--- config.mk ---
export PLATFORM = sky130hd
export DESIGN_NAME = tmds_channel_decoder
export DESIGN_NICKNAME = d
export VERILOG_FILES = /design/src/rtl/tmds_channel_decoder.sv
export SDC_FILE = /design/constraint.sdc
export NUM_CORES = 1
export LEC_CHECK = 0
export CAP_MARGIN = 20
export CORE_MARGIN = 4
export CORE_UTILIZATION = 50
export CTS_CLUSTER_DIAMETER = 30
export CTS_CLUSTER_SIZE = 24
export DETAILED_ROUTE_END_ITERATION = 12
export GPL_TIMING_DRIVEN = 0
export PLACE_DENSITY = 0.71
export SLEW_MARGIN = 0
export SYNTH_ARGS = -nofsm -noshare
export SYNTH_HDL_FRONTEND = slang
export SYNTH_SLANG_ARGS = --single-unit
--- constraint.sdc ---
create_clock -name aclk -period 3.23 [get_ports aclk]
set_input_delay 0.969 -clock aclk [delete_from_list [all_inputs] [get_ports aclk]]
set_output_delay 0.969 -clock aclk [all_outputs]
set_load 0.02 [all_outputs]
--- src/rtl/tmds_channel_decoder.sv ---
`timescale 1ns/1ps
// -----------------------------------------------------------------------------
// tmds_channel_decoder
//
// Decodes one TMDS channel on the receive side of an HDMI/DVI link. It takes
// the 10-bit word from the deserializer (bit 0 first on the wire) and recovers
// the 8-bit pixel byte, the data-enable flag and the 2-bit control code.
//
// The word boundary is found by a small state machine. It pulses bitslip to
// the deserializer until it sees a run of control tokens. After that it holds
// lock for as long as tokens keep arriving.
//
// Decoding runs whether or not the channel is aligned. Downstream logic
// qualifies the video outputs with aligned.
//
// Ports
//   aclk           in   1   pixel-rate clock
//   aresetn        in   1   synchronous active-low reset
//   s_tmds_data    in  10   deserialized TMDS word
//   s_tmds_valid   in   1   qualifies s_tmds_data
//   bitslip        out  1   one-cycle request to shift the word boundary
//   aligned        out  1   high while the word boundary is locked
//   m_video_data   out  8   decoded pixel byte (0 for control tokens)
//   m_video_de     out  1   1 = data word, 0 = control token
//   m_video_ctrl   out  2   last control code seen (held during data words)
//   m_video_valid  out  1   s_tmds_valid delayed by the 2-cycle pipeline
// -----------------------------------------------------------------------------
module tmds_channel_decoder #(
   parameter int TOKEN_COUNT    = 8,
   parameter int SEARCH_TIMEOUT = 4096,
   parameter int SLIP_WAIT      = 16,
   parameter int LOCK_TIMEOUT   = 4096
) (
   input  logic       aclk,
   input  logic       aresetn,
   input  logic [9:0] s_tmds_data,
   input  logic       s_tmds_valid,
   output logic       bitslip,
   output logic       aligned,
   output logic [7:0] m_video_data,
   output logic       m_video_de,
   output logic [1:0] m_video_ctrl,
   output logic       m_video_valid
);

   localparam int TOK_W  = $clog2(TOKEN_COUNT + 1);
   localparam int TMO_W  = $clog2(SEARCH_TIMEOUT + 1);
   localparam int WAIT_W = $clog2(SLIP_WAIT + 1);
   localparam int GAP_W  = $clog2(LOCK_TIMEOUT + 1);

   typedef enum logic [1:0] {
      ST_SEARCH    = 2'd0,
      ST_SLIP_WAIT = 2'd1,
      ST_LOCKED    = 2'd2
   } state_t;

   // ---------------------------------------------------------------------------
   // Helper functions
   // ---------------------------------------------------------------------------
   function automatic logic is_token(input logic [9:0] d);
      return (d == 10'h354) || (d == 10'h0AB) || (d == 10'h154) || (d == 10'h2AB);
   endfunction

   function automatic logic [1:0] token_ctrl(input logic [9:0] d);
      logic [1:0] c;
      case (d)
         10'h354: c = 2'b00;
         10'h0AB: c = 2'b01;
         10'h154: c = 2'b10;
         10'h2AB: c = 2'b11;
         default: c = 2'b00;
      endcase
      return c;
   endfunction

   // Inverse of the transmit-side transition minimisation. Bit 9 means the
   // payload was sent inverted. Bit 8 selects XOR or XNOR chaining.
   function automatic logic [7:0] tmds_decode(input logic [9:0] d);
      logic [7:0] x;
      logic [7:0] q;
      x    = d[9] ? ~d[7:0] : d[7:0];
      q[0] = x[0];
      for (int i = 1; i < 8; i++) begin
         q[i] = d[8] ? (x[i] ^ x[i-1]) : ~(x[i] ^ x[i-1]);
      end
      return q;
   endfunction

   // Counters stop at their terminal value instead of wrapping.
   function automatic int unsigned sat_inc(input int unsigned v, input int unsigned max);
      return (v >= max) ? max : v + 1;
   endfunction

   // ---------------------------------------------------------------------------
   // Token detect on the incoming word (shared by the pipeline and the FSM)
   // ---------------------------------------------------------------------------
   logic       w_is_tok;
   logic [1:0] w_tok_ctrl;

   assign w_is_tok   = is_token(s_tmds_data);
   assign w_tok_ctrl = token_ctrl(s_tmds_data);

   // ---------------------------------------------------------------------------
   // Stage 1: register the raw word and the token-detect result
   // ---------------------------------------------------------------------------
   logic [9:0] r_word_p1;
   logic       r_tok_p1;
   logic [1:0] r_tokctrl_p1;
   logic       r_vld_p1;

   // ---------------------------------------------------------------------------
   // Stage 2: register the decoded outputs
   // ---------------------------------------------------------------------------
   logic [7:0] r_data_p2;
   logic       r_de_p2;
   logic [1:0] r_ctrl_p2;
   logic       r_vld_p2;

   always_ff @(posedge aclk) begin
      if (!aresetn) begin
         r_word_p1    <= '0;
         r_tok_p1     <= 1'b0;
         r_tokctrl_p1 <= '0;
         r_vld_p1     <= 1'b0;
         r_data_p2    <= '0;
         r_de_p2      <= 1'b0;
         r_ctrl_p2    <= '0;
         r_vld_p2     <= 1'b0;
      end else begin
         r_vld_p1 <= s_tmds_valid;
         if (s_tmds_valid) begin
            r_word_p1    <= s_tmds_data;
            r_tok_p1     <= w_is_tok;
            r_tokctrl_p1 <= w_tok_ctrl;
         end
         r_vld_p2 <= r_vld_p1;
         // Outputs change only on valid words. The control code keeps its
         // last token value across data words.
         if (r_vld_p1) begin
            if (r_tok_p1) begin
               r_data_p2 <= '0;
               r_de_p2   <= 1'b0;
               r_ctrl_p2 <= r_tokctrl_p1;
            end else begin
               r_data_p2 <= tmds_decode(r_word_p1);
               r_de_p2   <= 1'b1;
            end
         end
      end
   end

   assign m_video_data  = r_data_p2;
   assign m_video_de    = r_de_p2;
   assign m_video_ctrl  = r_ctrl_p2;
   assign m_video_valid = r_vld_p2;

   // ---------------------------------------------------------------------------
   // Word-alignment FSM
   // ---------------------------------------------------------------------------
   state_t              r_state;
   state_t              w_state_nxt;
   logic [TOK_W-1:0]    r_tok_run,  w_tok_nxt,  w_tok_inc;
   logic [TMO_W-1:0]    r_tmo,      w_tmo_nxt,  w_tmo_inc;
   logic [WAIT_W-1:0]   r_wait,     w_wait_nxt, w_wait_inc;
   logic [GAP_W-1:0]    r_gap,      w_gap_nxt,  w_gap_inc;
   logic                r_bitslip,  w_slip_nxt;

   assign w_tok_inc  = TOK_W'(sat_inc(32'(r_tok_run), TOKEN_COUNT));
   assign w_tmo_inc  = TMO_W'(sat_inc(32'(r_tmo), SEARCH_TIMEOUT));
   assign w_wait_inc = WAIT_W'(sat_inc(32'(r_wait), SLIP_WAIT));
   assign w_gap_inc  = GAP_W'(sat_inc(32'(r_gap), LOCK_TIMEOUT));

   always_ff @(posedge aclk) begin
      if (!aresetn) begin
         r_state   <= ST_SEARCH;
         r_tok_run <= '0;
         r_tmo     <= '0;
         r_wait    <= '0;
         r_gap     <= '0;
         r_bitslip <= 1'b0;
      end else begin
         r_state   <= w_state_nxt;
         r_tok_run <= w_tok_nxt;
         r_tmo     <= w_tmo_nxt;
         r_wait    <= w_wait_nxt;
         r_gap     <= w_gap_nxt;
         r_bitslip <= w_slip_nxt;
      end
   end

   always_comb begin
      w_state_nxt = r_state;
      w_tok_nxt   = r_tok_run;
      w_tmo_nxt   = r_tmo;
      w_wait_nxt  = r_wait;
      w_gap_nxt   = r_gap;
      w_slip_nxt  = 1'b0;

      // Invalid cycles freeze the state and every counter.
      if (s_tmds_valid) begin
         case (r_state)
            ST_SEARCH: begin
               w_tmo_nxt = w_tmo_inc;
               w_tok_nxt = w_is_tok ? w_tok_inc : '0;
               // Lock is checked first, so it wins when both limits are
               // reached on the same word.
               if (w_is_tok && (w_tok_inc == TOK_W'(TOKEN_COUNT))) begin
                  w_state_nxt = ST_LOCKED;
                  w_tok_nxt   = '0;
                  w_tmo_nxt   = '0;
                  w_gap_nxt   = '0;
               end else if (w_tmo_inc == TMO_W'(SEARCH_TIMEOUT)) begin
                  w_state_nxt = ST_SLIP_WAIT;
                  w_slip_nxt  = 1'b1;
                  w_tok_nxt   = '0;
                  w_tmo_nxt   = '0;
                  w_wait_nxt  = '0;
               end
            end
            ST_SLIP_WAIT: begin
               // The deserializer is still settling, so words seen here
               // never count toward lock.
               w_wait_nxt = w_wait_inc;
               if (w_wait_inc == WAIT_W'(SLIP_WAIT)) begin
                  w_state_nxt = ST_SEARCH;
                  w_wait_nxt  = '0;
                  w_tok_nxt   = '0;
                  w_tmo_nxt   = '0;
               end
            end
            ST_LOCKED: begin
               if (w_is_tok) begin
                  w_gap_nxt = '0;
               end else begin
                  w_gap_nxt = w_gap_inc;
                  if (w_gap_inc == GAP_W'(LOCK_TIMEOUT)) begin
                     w_state_nxt = ST_SEARCH;
                     w_gap_nxt   = '0;
                     w_tok_nxt   = '0;
                     w_tmo_nxt   = '0;
                  end
               end
            end
            default: begin
               w_state_nxt = ST_SEARCH;
               w_tok_nxt   = '0;
               w_tmo_nxt   = '0;
               w_wait_nxt  = '0;
               w_gap_nxt   = '0;
            end
         endcase
      end
   end

   assign bitslip = r_bitslip;
   assign aligned = (r_state == ST_LOCKED);

endmodule

==> run summary <==
Run status
• run status: finished clean

Finish
• fraction of layout cells with a size suffix above 1: 0.0817
• leading cell types in the layout, fill and taps excluded: dfxtp_1 (64), nor2_1 (41), nand2_1 (33), clkdlybuf4s50_1 (26), a21oi_1 (24)
• final standard cell area without fillers: 3660 sq um
• Final Instance Count excl. Fillers: 479
• fin nets: 421
• most frequent standard cell in the layout excluding fill and tap cells: dfxtp_1
• Ant. Diodes: 0
• area growth from synthesis to layout: 20.0%
• final core area utilization: 0.618

STA
• final worst clock skew: 9.49 ps
• RSZ-0062 raised after global routing: no
• Fmax: 0.341 GHz
• min setup slack post-route: 297 ps
• count of endpoints failing setup in the final report: 0
• time the final worst path needs with I/O delays and setup: 2930 ps
• Slew @ Worst Pin: 766 ps
• Final period util: 0.908
• worst slew margin relative to its limit: 0.489
• Max Transition Viols Final: 0
• sum of negative setup slack: 0 ps
• final hold violations: 0
• hold_ws: 468 ps

Worst setup path
• largest incremental delay on the critical path: 520 ps
• critical path peak fanout: 10
• number of buffers and inverters on the critical path: 3
• Crit-path slowest cell: clkdlybuf4s50_1
• kind of start point of the critical path: primary input
• reg-to-reg setup timing slack: 650 ps
• kind of cell adding the most delay to the critical path: buffers and inverters
• data required time of the critical path: 3470 ps
• nature of the critical path endpoint: register
• worst endpoint data arrival time: 3170 ps
• number of cells on the critical path: 9
• critical path class: primary input to register
• CP cell instances: clkdlybuf4s50_1, nand4bb_1, nor4b_4, buf_4, o22a_1, buf_2, nor2_2, o21ai_0, o32ai_1
• logic depth of the worst register-to-register path: 7

Synth
• synthesis-stage register bit count: 64
• Post-Synthesis Mean Instance Area: 8.47 sq um
• cell count after synthesis: 360
• leading register cell type out of synthesis: dfxtp_1
• count of flip-flops with a built-in enable after synthesis: 0
• fraction of registers with async set or reset after synthesis: 0
• Netlist Area Pre-Place: 3050 sq um
• library cells used by synthesis: 58
• sequential element share of the synthesized area: 0.420
• count of warnings emitted by yosys: 0
• syn_nets: 381

Route
• detailed-routing iteration count for the pre-antenna-repair pass: 4
• vias per cell: 5.53
• DRT iter0 DRCs: 98
• antenna-violating nets left: 0
• number of remaining DRC errors: 0
• vias post-DR: 2647
• post-DR wirelength/cell: 13.3 um
• total wire length after detailed routing: 6.38 mm

Pwr
• worst-case vdd ir drop: 0.246 mV
• fraction of power spent switching nets: 0.231
• total design power: 1.68 mW
• sequential share of power: 0.490
• sw power: 388 uW
• leak pwr: 1.39 nW
• pwr/cell area: 459 nW/um^2
• fraction of power consumed by combinational cells: 0.086
• share of power burned in the clock network: 0.424
• internal power: 1.29 mW

Floorplanning
• Rows: 28
• Top Ports: 27
• area of the die: 7410 sq um
• die height: 86.1 um
• die span in x: 86.1 um
• starting density of the core: 0.515
• Core Box Area: 5920 sq um

Run
• max-capacitance violation count: 0

Placement
• Port-buffer cells: 26
• last weighted congestion value of the routability-driven placer: 0.807
• worst setup slack after placement: -597 ps
• Cell Count Post-Placement: 461
• half-perimeter wire length of the detailed placement result: 4.60 mm
• post-placement cell area: 3400 sq um

CTS
• Clock Pin Slew Worst Setup and Hold Paths: 70 ps
• sinks on the clock net: 64
• Clock Root Buffer: clkbuf_8
• Max clock buf depth: 2
• clock latency on the worst-skew pair: 340 ps
• total clock buffers created by CTS: 9
• H-tree level count: 3
• number of buffers added to fix hold violations after cts: 0
• CTS tree: yes

Global route
• first-pass GRT wire length: 11.1 mm
• all-layer global routing usage: 0.184
• antenna violations before repair: 0
• remaining global-route overflow: 0
• pin count of the biggest net entering global routing: 11
• vias in the first global route: 2494

Min path
• worst hold path type: register to register
• Worst Hold Depth: 2

## repair_timing
| item | in CTS | in global routing |
|---|---|---|
| endpoints found under the setup margin | 28 | 15 |
| setup buffers | 0 | 3 |
| gates resized for setup | 3 | 1 |
| pin swaps | 0 | 2 |
## cells by family after synthesis
kind of cell             Yosys count  synth area share
AO/OA/AOI/OAI                     85             0.181
XOR/XNOR                          15            0.0431
adder cells (fa/ha/maj)            8            0.0328
buffers and inverters             36            0.0493
flip-flops                        64             0.420
multiplexers                      14            0.0464
AND/OR/NAND/NOR                  138             0.227
## routing by layer
layer | GRT usage | routed length, um | vias up
li1 | - | - | 1363
met1 | 0.243 | 3130 | 1198
met2 | 0.288 | 2780 | 68
met3 | 0.0336 | 301 | 18
met4 | 0.0878 | 167 | 0
met5 | 0 | 0 | -
## worst reg2reg max path, delay by kind of cell, from the launching register on
family                   cells  cell delay [ps]
adder cells (fa/ha/maj)      1              230
AND/OR/NAND/NOR              3              870
flip-flops                   1              340
AO/OA/AOI/OAI                3             1050
## state kept, by name, indices dropped and copies added (netlist names), 4 cells and up
signal and count:
r_gap 13, r_tmo 13, r_wait 5, m_video_data 8
r_word_p1 10, r_tok_run 4
## final cells by class
| type | count | area [sq um] |
|---|---|---|
| plain buffers | 14 | 67.6 |
| clock buffers | 13 | 169 |
| clock inverters | 2 | 37.5 |
| fillers | 522 | 2260 |
| inverters | 22 | 82.6 |
| multi-input cells | 260 | 1640 |
| flip-flops and latches | 64 | 1280 |
| well taps | 75 | 93.8 |
| repair buffers | 29 | 283 |
## synth_stat cells (2+ instances only)
library cell / count / area, sq um
nor3_1: 12 / 60.1
or2_2: 2 / 12.5
mux2i_1: 13 / 130
ha_1: 8 / 100
inv_1: 21 / 78.8
xor2_1: 10 / 87.6
clkbuf_1: 5 / 18.8
nor2b_1: 2 / 12.5
nor2_1: 41 / 154
nand4bb_1: 3 / 33.8
a21oi_1: 24 / 120
o21a_1: 2 / 15.0
buf_2: 3 / 15.0
nand2b_1: 4 / 25.0
and3_1: 2 / 12.5
a22o_1: 5 / 43.8
a21o_1: 2 / 15.0
o21ai_1: 5 / 25.0
a31oi_1: 10 / 62.6
nand3_1: 14 / 70.1
a211oi_1: 2 / 15.0
nor4_1: 4 / 25.0
o21ai_0: 15 / 75.1
nand3b_1: 3 / 22.5
o32ai_1: 3 / 26.3
xnor2_1: 5 / 43.8
dfxtp_1: 64 / 1280
nand2_1: 33 / 124
o31ai_1: 2 / 15.0
buf_1: 4 / 15.0
nand4_1: 9 / 56.3
a41oi_1: 2 / 17.5
## final timing paths
kind / startpoint / end
setup / recovery: s_tmds_data[4] / r_tok_run[1]$_SDFFE_PN0P_
hold / removal: m_video_ctrl[0]$_SDFFE_PN0P_ / m_video_ctrl[0]$_SDFFE_PN0P_
setup reg to reg: r_tmo[0]$_SDFFE_PN0P_ / r_tok_run[1]$_SDFFE_PN0P_
hold reg to reg: m_video_ctrl[0]$_SDFFE_PN0P_ / m_video_ctrl[0]$_SDFFE_PN0P_
## power by group through the flow
stage          sequential, mW  combinational [mW]  clock (mW)
5_1_grt                 0.825               0.161       0.757
4_1_cts                 0.823               0.145       0.727
3_3_place_gp            0.840               0.141           0
2_1_floorplan           0.848              0.0793           0
6_report                0.822               0.145       0.711
3_5_place_dp            0.840               0.143           0
Note: power is estimated with default switching activity, not from simulation.
